<file path="config.mk">
export PLATFORM = sky130hd
export DESIGN_NAME = fb_capture
export DESIGN_NICKNAME = d
export VERILOG_FILES = /design/src/rtl/fb_capture.sv
export SDC_FILE = /design/constraint.sdc
export NUM_CORES = 1
export LEC_CHECK = 0
export ABC_AREA = 1
export CORE_MARGIN = 4
export CORE_UTILIZATION = 60
export DETAILED_ROUTE_END_ITERATION = 10
export GPL_ROUTABILITY_DRIVEN = 0
export PLACE_DENSITY = 0.79
export SETUP_SLACK_MARGIN = 0.02
export SYNTH_ARGS = -nofsm -noshare
export SYNTH_HDL_FRONTEND = slang
export SYNTH_HIERARCHICAL = 1
export SYNTH_SLANG_ARGS = --single-unit
</file>
<file path="constraint.sdc">
create_clock -name clk_pix -period 3.9 [get_ports clk_pix]
set_input_delay 0.78 -clock clk_pix [delete_from_list [all_inputs] [get_ports clk_pix]]
set_output_delay 0.78 -clock clk_pix [all_outputs]
set_load 0.01 [all_outputs]
</file>
<file path="src/rtl/fb_capture.sv">
// Captures one frame of an RGB pixel stream, encodes each pixel to a 4-bit palette index and writes it out.
// Latency: 3 cycles from sampled pixel to fb_we when the buffer is empty; done pulses once the buffer drains.
// Backpressure: fb_ready stalls only the write FIFO; the pixel pipeline free-runs and drops on full (sticky overflow).

module fb_capture_fifo #(
    parameter int W     = 8,
    parameter int DEPTH = 16
) (
    input  logic         clk_pix,
    input  logic         rst_n,
    input  logic         push_i,
    input  logic [W-1:0] push_dat_i,
    input  logic         pop_i,
    output logic [W-1:0] head_dat_o,
    output logic         empty_o,
    output logic         full_o
);
    localparam int AW = $clog2(DEPTH);

    logic [W-1:0] mem_q [DEPTH];
    logic [AW:0]  wr_ptr_q;
    logic [AW:0]  rd_ptr_q;
    logic         push_ok;
    logic         pop_ok;

    assign empty_o    = (wr_ptr_q == rd_ptr_q);
    assign full_o     = (wr_ptr_q[AW] != rd_ptr_q[AW]) && (wr_ptr_q[AW-1:0] == rd_ptr_q[AW-1:0]);
    assign pop_ok     = pop_i && !empty_o;
    // A pop in the same cycle frees the slot, so a full FIFO can still accept.
    assign push_ok    = push_i && (!full_o || pop_ok);
    assign head_dat_o = mem_q[rd_ptr_q[AW-1:0]];

    always_ff @(posedge clk_pix or negedge rst_n) begin
        if (!rst_n) begin
            wr_ptr_q <= '0;
            rd_ptr_q <= '0;
        end else begin
            if (push_ok) wr_ptr_q <= wr_ptr_q + (AW+1)'(1);
            if (pop_ok)  rd_ptr_q <= rd_ptr_q + (AW+1)'(1);
        end
    end

    always_ff @(posedge clk_pix) begin
        if (push_ok) mem_q[wr_ptr_q[AW-1:0]] <= push_dat_i;
    end
endmodule

module fb_capture #(
    parameter int CORDW      = 10,
    parameter int H_RES      = 640,
    parameter int V_RES      = 480,
    parameter int ADDRW      = 19,
    parameter int FIFO_DEPTH = 16,
    parameter int MISS_IDX   = 3
) (
    input  logic             clk_pix,
    input  logic             rst_n,
    input  logic             capture_start,
    input  logic             de,
    input  logic [CORDW-1:0] sx,
    input  logic [CORDW-1:0] sy,
    input  logic [7:0]       pix_r,
    input  logic [7:0]       pix_g,
    input  logic [7:0]       pix_b,
    output logic             fb_we,
    output logic [ADDRW-1:0] fb_addr,
    output logic [3:0]       fb_data,
    input  logic             fb_ready,
    output logic             busy,
    output logic             done,
    output logic             overflow,
    output logic [15:0]      miss_count
);
    typedef enum logic [1:0] {IDLE, ARMED, CAPTURE, FLUSH} state_t;

    localparam logic [CORDW-1:0] X_LAST = CORDW'(H_RES - 1);
    localparam logic [CORDW-1:0] Y_LAST = CORDW'(V_RES - 1);
    localparam logic [3:0]       MISS   = 4'(MISS_IDX);
    localparam int               FW     = ADDRW + 4;

    state_t           state_q;
    state_t           state_d;
    logic             done_q;
    logic             done_d;
    logic             overflow_q;
    logic [15:0]      miss_q;
    logic             arm;
    logic             in_frame;
    logic             sample;
    logic             last_pix;

    logic             s1_vld_q;
    logic [5:0]       s1_key_q;
    logic [CORDW-1:0] s1_x_q;
    logic [CORDW-1:0] s1_y_q;
    logic             s2_vld_q;
    logic [ADDRW-1:0] s2_addr_q;
    logic [3:0]       s2_idx_q;

    logic [3:0]       enc_idx;
    logic             enc_hit;
    logic [ADDRW-1:0] x_ext;
    logic [ADDRW-1:0] y_ext;
    logic [ADDRW-1:0] addr_calc;

    logic             fifo_empty;
    logic             fifo_full;
    logic             fifo_pop;
    logic [FW-1:0]    fifo_head;

    // Only the top two bits of each channel select a palette entry.
    logic             unused_lsbs;
    assign unused_lsbs = ^{pix_r[5:0], pix_g[5:0], pix_b[5:0]};

    assign in_frame = (sx <= X_LAST) && (sy <= Y_LAST);
    assign sample   = de && in_frame &&
                      ((state_q == CAPTURE) || ((state_q == ARMED) && (sx == '0) && (sy == '0)));
    assign last_pix = sample && (sx == X_LAST) && (sy == Y_LAST);
    assign arm      = (state_q == IDLE) && capture_start;

    always_comb begin
        state_d = state_q;
        done_d  = 1'b0;
        case (state_q)
            IDLE:    if (capture_start) state_d = ARMED;
            ARMED:   if (sample) state_d = last_pix ? FLUSH : CAPTURE;
            CAPTURE: if (last_pix) state_d = FLUSH;
            FLUSH: begin
                if (!s1_vld_q && !s2_vld_q && fifo_empty) begin
                    state_d = IDLE;
                    done_d  = 1'b1;
                end
            end
            default: state_d = IDLE;
        endcase
    end

    // Palette keys are {r,g,b} 2-bit each; all distinct so at most one hits.
    always_comb begin
        enc_hit = 1'b1;
        enc_idx = MISS;
        case (s1_key_q)
            6'b11_11_11: enc_idx = 4'd0;
            6'b10_10_10: enc_idx = 4'd1;
            6'b01_01_01: enc_idx = 4'd2;
            6'b00_00_00: enc_idx = 4'd3;
            6'b11_11_01: enc_idx = 4'd4;
            6'b00_10_00: enc_idx = 4'd5;
            6'b01_11_01: enc_idx = 4'd6;
            6'b11_01_01: enc_idx = 4'd7;
            6'b10_00_00: enc_idx = 4'd8;
            6'b10_01_00: enc_idx = 4'd9;
            6'b10_00_10: enc_idx = 4'd10;
            6'b11_01_11: enc_idx = 4'd11;
            6'b01_11_11: enc_idx = 4'd12;
            6'b00_10_10: enc_idx = 4'd13;
            6'b00_00_10: enc_idx = 4'd14;
            6'b01_01_11: enc_idx = 4'd15;
            default:     enc_hit = 1'b0;
        endcase
    end

    assign x_ext = ADDRW'(s1_x_q);
    assign y_ext = ADDRW'(s1_y_q);

    generate
        if (H_RES == 640) begin : g_addr_640
            assign addr_calc = (y_ext << 9) + (y_ext << 7) + x_ext;
        end else begin : g_addr_gen
            assign addr_calc = y_ext * ADDRW'(H_RES) + x_ext;
        end
    endgenerate

    always_ff @(posedge clk_pix or negedge rst_n) begin
        if (!rst_n) begin
            state_q    <= IDLE;
            done_q     <= 1'b0;
            overflow_q <= 1'b0;
            miss_q     <= '0;
            s1_vld_q   <= 1'b0;
            s1_key_q   <= '0;
            s1_x_q     <= '0;
            s1_y_q     <= '0;
            s2_vld_q   <= 1'b0;
            s2_addr_q  <= '0;
            s2_idx_q   <= '0;
        end else begin
            state_q  <= state_d;
            done_q   <= done_d;
            s1_vld_q <= sample;
            if (sample) begin
                s1_key_q <= {pix_r[7:6], pix_g[7:6], pix_b[7:6]};
                s1_x_q   <= sx;
                s1_y_q   <= sy;
            end
            s2_vld_q <= s1_vld_q;
            if (s1_vld_q) begin
                s2_addr_q <= addr_calc;
                s2_idx_q  <= enc_idx;
            end
            if (arm) begin
                overflow_q <= 1'b0;
                miss_q     <= '0;
            end else begin
                if (s2_vld_q && fifo_full && !fifo_pop) overflow_q <= 1'b1;
                if (s1_vld_q && !enc_hit && (miss_q != 16'hFFFF)) miss_q <= miss_q + 16'd1;
            end
        end
    end

    assign fifo_pop = fb_we && fb_ready;

    fb_capture_fifo #(
        .W     (FW),
        .DEPTH (FIFO_DEPTH)
    ) u_wr_fifo (
        .clk_pix    (clk_pix),
        .rst_n      (rst_n),
        .push_i     (s2_vld_q),
        .push_dat_i ({s2_addr_q, s2_idx_q}),
        .pop_i      (fifo_pop),
        .head_dat_o (fifo_head),
        .empty_o    (fifo_empty),
        .full_o     (fifo_full)
    );

    // Head is gated so an idle port never shows unwritten RAM contents.
    assign fb_we      = !fifo_empty;
    assign fb_addr    = fb_we ? fifo_head[FW-1:4] : '0;
    assign fb_data    = fb_we ? fifo_head[3:0] : '0;
    assign busy       = (state_q != IDLE);
    assign done       = done_q;
    assign overflow   = overflow_q;
    assign miss_count = miss_q;
endmodule
</file>
==> results by group <==
Status
  • Status: completed

Clock network
  • Cts bufs inserted: 45
  • Root buffer cell: clkbuf_16
  • CTS tree: yes
  • Worst skew pair latency: between 0.5 and 0.6 ns
  • Clock sink count: between 400 and 500
  • Reg clk slew, reported paths: approximately 0.060 ns
  • CTS Buffer Depth: 3
  • Htree depth: 2

Die
  • Die Height: ~190 um
  • Core Area: 0.0325 mm^2
  • Floorplan die width: 189 um
  • Starting Density: between 60% and 70%
  • Row count: 66
  • Ports: about 90
  • Die ar.: about 0.036 mm^2

Yosys
  • Primary FF master, synth: edfxtp_1
  • Mux cell area share after synthesis: 0%
  • Synthesized instance count: around 1800
  • Sequential fraction of the synthesis area: around two thirds
  • Syn Nets: around 1900
  • Mapped cell area: 0.0197 mm^2
  • Syn Area/Cell: roughly 11 um^2
  • Simple-gate share of the synthesized area: between 10% and 20%
  • XOR/XNOR share of the synthesized area: between 1 and 1.5%
  • Synth Warn #: 6
  • EDFF count, synth: around 370
  • Synth Area in Compound Gates: 8.96%
  • Ys async rst share: a little under a fifth
  • Distinct cells, synth: 44
  • Flops & latches, synth: between 400 and 500
  • Adder-cell share of the synthesized area: ~2.1%
  • Main combinational cell family by area after synthesis: simple AND/OR/NAND/NOR gates

Final layout
  • Share of layout cells above drive strength 1: under 10%
  • P&R area growth vs syn: 14.9%
  • Layout fillers: approximately 2200
  • Number of diodes: 0
  • Most frequent cells in the layout: edfxtp_1 (368), nor2_1 (329), nand2_1 (322)
  • Nets: 1995
  • Commonest non-fill, non-tap cell in the layout: edfxtp_1
  • Util after Layout: a little over two thirds

Timing
  • Worst slew pin tran: 1.13 ns
  • Setup TNS: 0 ns
  • Final slew viol count: 0
  • RSZ-0062 raised after global routing: yes
  • Count of final setup violators: 0
  • Maximum clock rate: between 0.2 and 0.3 GHz
  • Fin crit share: a little over nine tenths
  • Relative slew slack: around a quarter
  • Worst Skew: approximately 0.023 ns
  • Crit path time final: 3.77 ns
  • Final Hold Fails: 0

Worst setup path
  • CP Data Arrival Time: about 3 ns
  • Crit path capture type: output port
  • Crit-path max FO: between 40 and 50
  • CP Class: reg2out
  • Critical Path Source Type: register
  • CP required: ~3.1 ns

Global routing
  • Overall Global Routing Usage: between 20% and 30%
  • Vias in the first global route: 13697
  • Total gr overflow: 0
  • First-pass GRT wire length: ~70000 um
  • Initial antenna violation count: 0
  • Largest net degree at the start of global routing: 136

Routing
  • Wire length per cell: a little under 20 um
  • Final WL: 46000 um
  • Detailed Routing Iterations Pass 1: 6
  • ANT nets after route: 0
  • Vias: 13933
  • Vias per cell: roughly 5.8
  • DR iter-0 viols: 1358
  • Drt drc: 0

Power and ir drop
  • Pwr/cell area: about 750 mW/mm^2
  • Maximum VDD drop: between 400 and 500 uV
  • Leakage: approximately 8.6 nW

Placement
  • Hpwl dp: between 20000 and 30000 um
  • PortBufs: 73

Flow run
  • MaxCap Viol Count: 0

Min path
  • Worst Hold Class: in2async
-- metal layers --
layer  global-route usage, %  vias to the layer above  share of wire (%)
li1                        -                     6486                  -
met1                    33.6                     6720                 39
met2                    43.6                      625                 50
met3                    3.72                      102                8.1
met4                    8.63                        0                2.9
met5                       0                        -                  0
-- worst max-delay path: stages (launching register included) --
cell             delay (ns)
dfrtp_4                0.62
buf_6                  0.35
o21ai_0                0.19
o21ai_0                0.24
nand2_1                0.08
nand2_1                0.08
inv_1                  0.05
nand2_1                0.09
inv_1                  0.05
nor2_1                 0.08
clkdlybuf4s50_1        0.58
-- sequential cells by signal, summed over array words and instances, names as in the netlist, 5 cells and up --
| name | flops |
|---|---|
| s2_addr_q | 19 |
| u_wr_fifo/wr_ptr_q | 5 |
| miss_count | 16 |
| s1_x_q | 10 |
| s1_key_q | 6 |
| u_wr_fifo/mem_q | 368 |
| u_wr_fifo/rd_ptr_q | 5 |
| s1_y_q | 10 |
-- stage by stage --
stage          hold slack [ns]  total power [mW]  cells  cell area [um^2]  worst slack (ns)
4_1_cts                  0.314              16.9   2391             22500            0.0236
3_5_place_dp             0.463              12.5   2307             21000             0.477
3_3_place_gp             0.462              12.3   2307             21000             0.557
5_1_grt                  0.361              18.0   2393             22600           0.00945
6_report                 0.290              17.0   2393             22600             0.132
2_1_floorplan            0.448              10.3   1837             19700             0.720
-- cell families after synthesis --
kind of cell | count (synthesis)
compound gates | 318
fa+ha+maj | 32
buf+inv | 203
simple gates | 810
xor+xnor | 25
flops | 449
-- Yosys cell counts, drive strengths merged, types with 7 or more instances --
library cell / n / area [um^2]
dfrtp: 81 / 2030
clkbuf: 52 / 195
buf: 41 / 260
nand3: 87 / 455
a21oi: 7 / 38.8
o21ai: 232 / 1160
xor2: 19 / 166
nor2: 354 / 1360
o211ai: 46 / 345
nand4: 13 / 109
edfxtp: 368 / 11100
inv: 110 / 415
nand3b: 10 / 75.1
ha: 30 / 375
o22ai: 23 / 144
nand2: 327 / 1240
nor3: 12 / 60.1
-- timing repair --
| action | in CTS | in global routing |
|---|---|---|
| setup buffers | 0 | 1 |
| resized for setup | 0 | 15 |
| setup endpoints to repair | 0 | 24 |
| hold buffers | 0 | 0 |
-- cell type report --
cell class	count	area (um^2)	area share, %
clock buffer	53	1170	5.15
clock inverter	31	345	1.53
inverter	110	432	1.91
multi-input combinational	1185	5790	25.6
sequential	449	13100	57.8
tap	442	553	2.44
timing repair buffer	123	1260	5.56
-- report_power, final --
part           switching (mW)  internal, mW
Combinational            3.62          2.22
Clock                    1.81          2.56
Sequential              0.792          5.99
-- worst paths after layout --
kind / startpoint / endpoint / slack, ns / cells after the start
worst max-delay path: u_wr_fifo/rd_ptr_q[0]$_DFFE_PN0P_ / fb_addr[15] / 0.13 / 10
min in group clk_pix: s1_x_q[6]$_DFFE_PN0P_ / s2_addr_q[6]$_DFFE_PN0P_ / 0.47 / 2
max in group asynchronous: rst_n / s1_x_q[6]$_DFFE_PN0P_ / 2.80 / 2
worst max register to register: u_wr_fifo/rd_ptr_q[1]$_DFFE_PN0P_ / u_wr_fifo/mem_q[8][0]$_DFFE_PP_ / 0.55 / 13
worst min register to register: s1_x_q[6]$_DFFE_PN0P_ / s2_addr_q[6]$_DFFE_PN0P_ / 0.47 / 2
worst min-delay path: rst_n / state_q[0]$_DFFE_PN0P_ / 0.29 / 1
(Power assumes the default switching activity.)
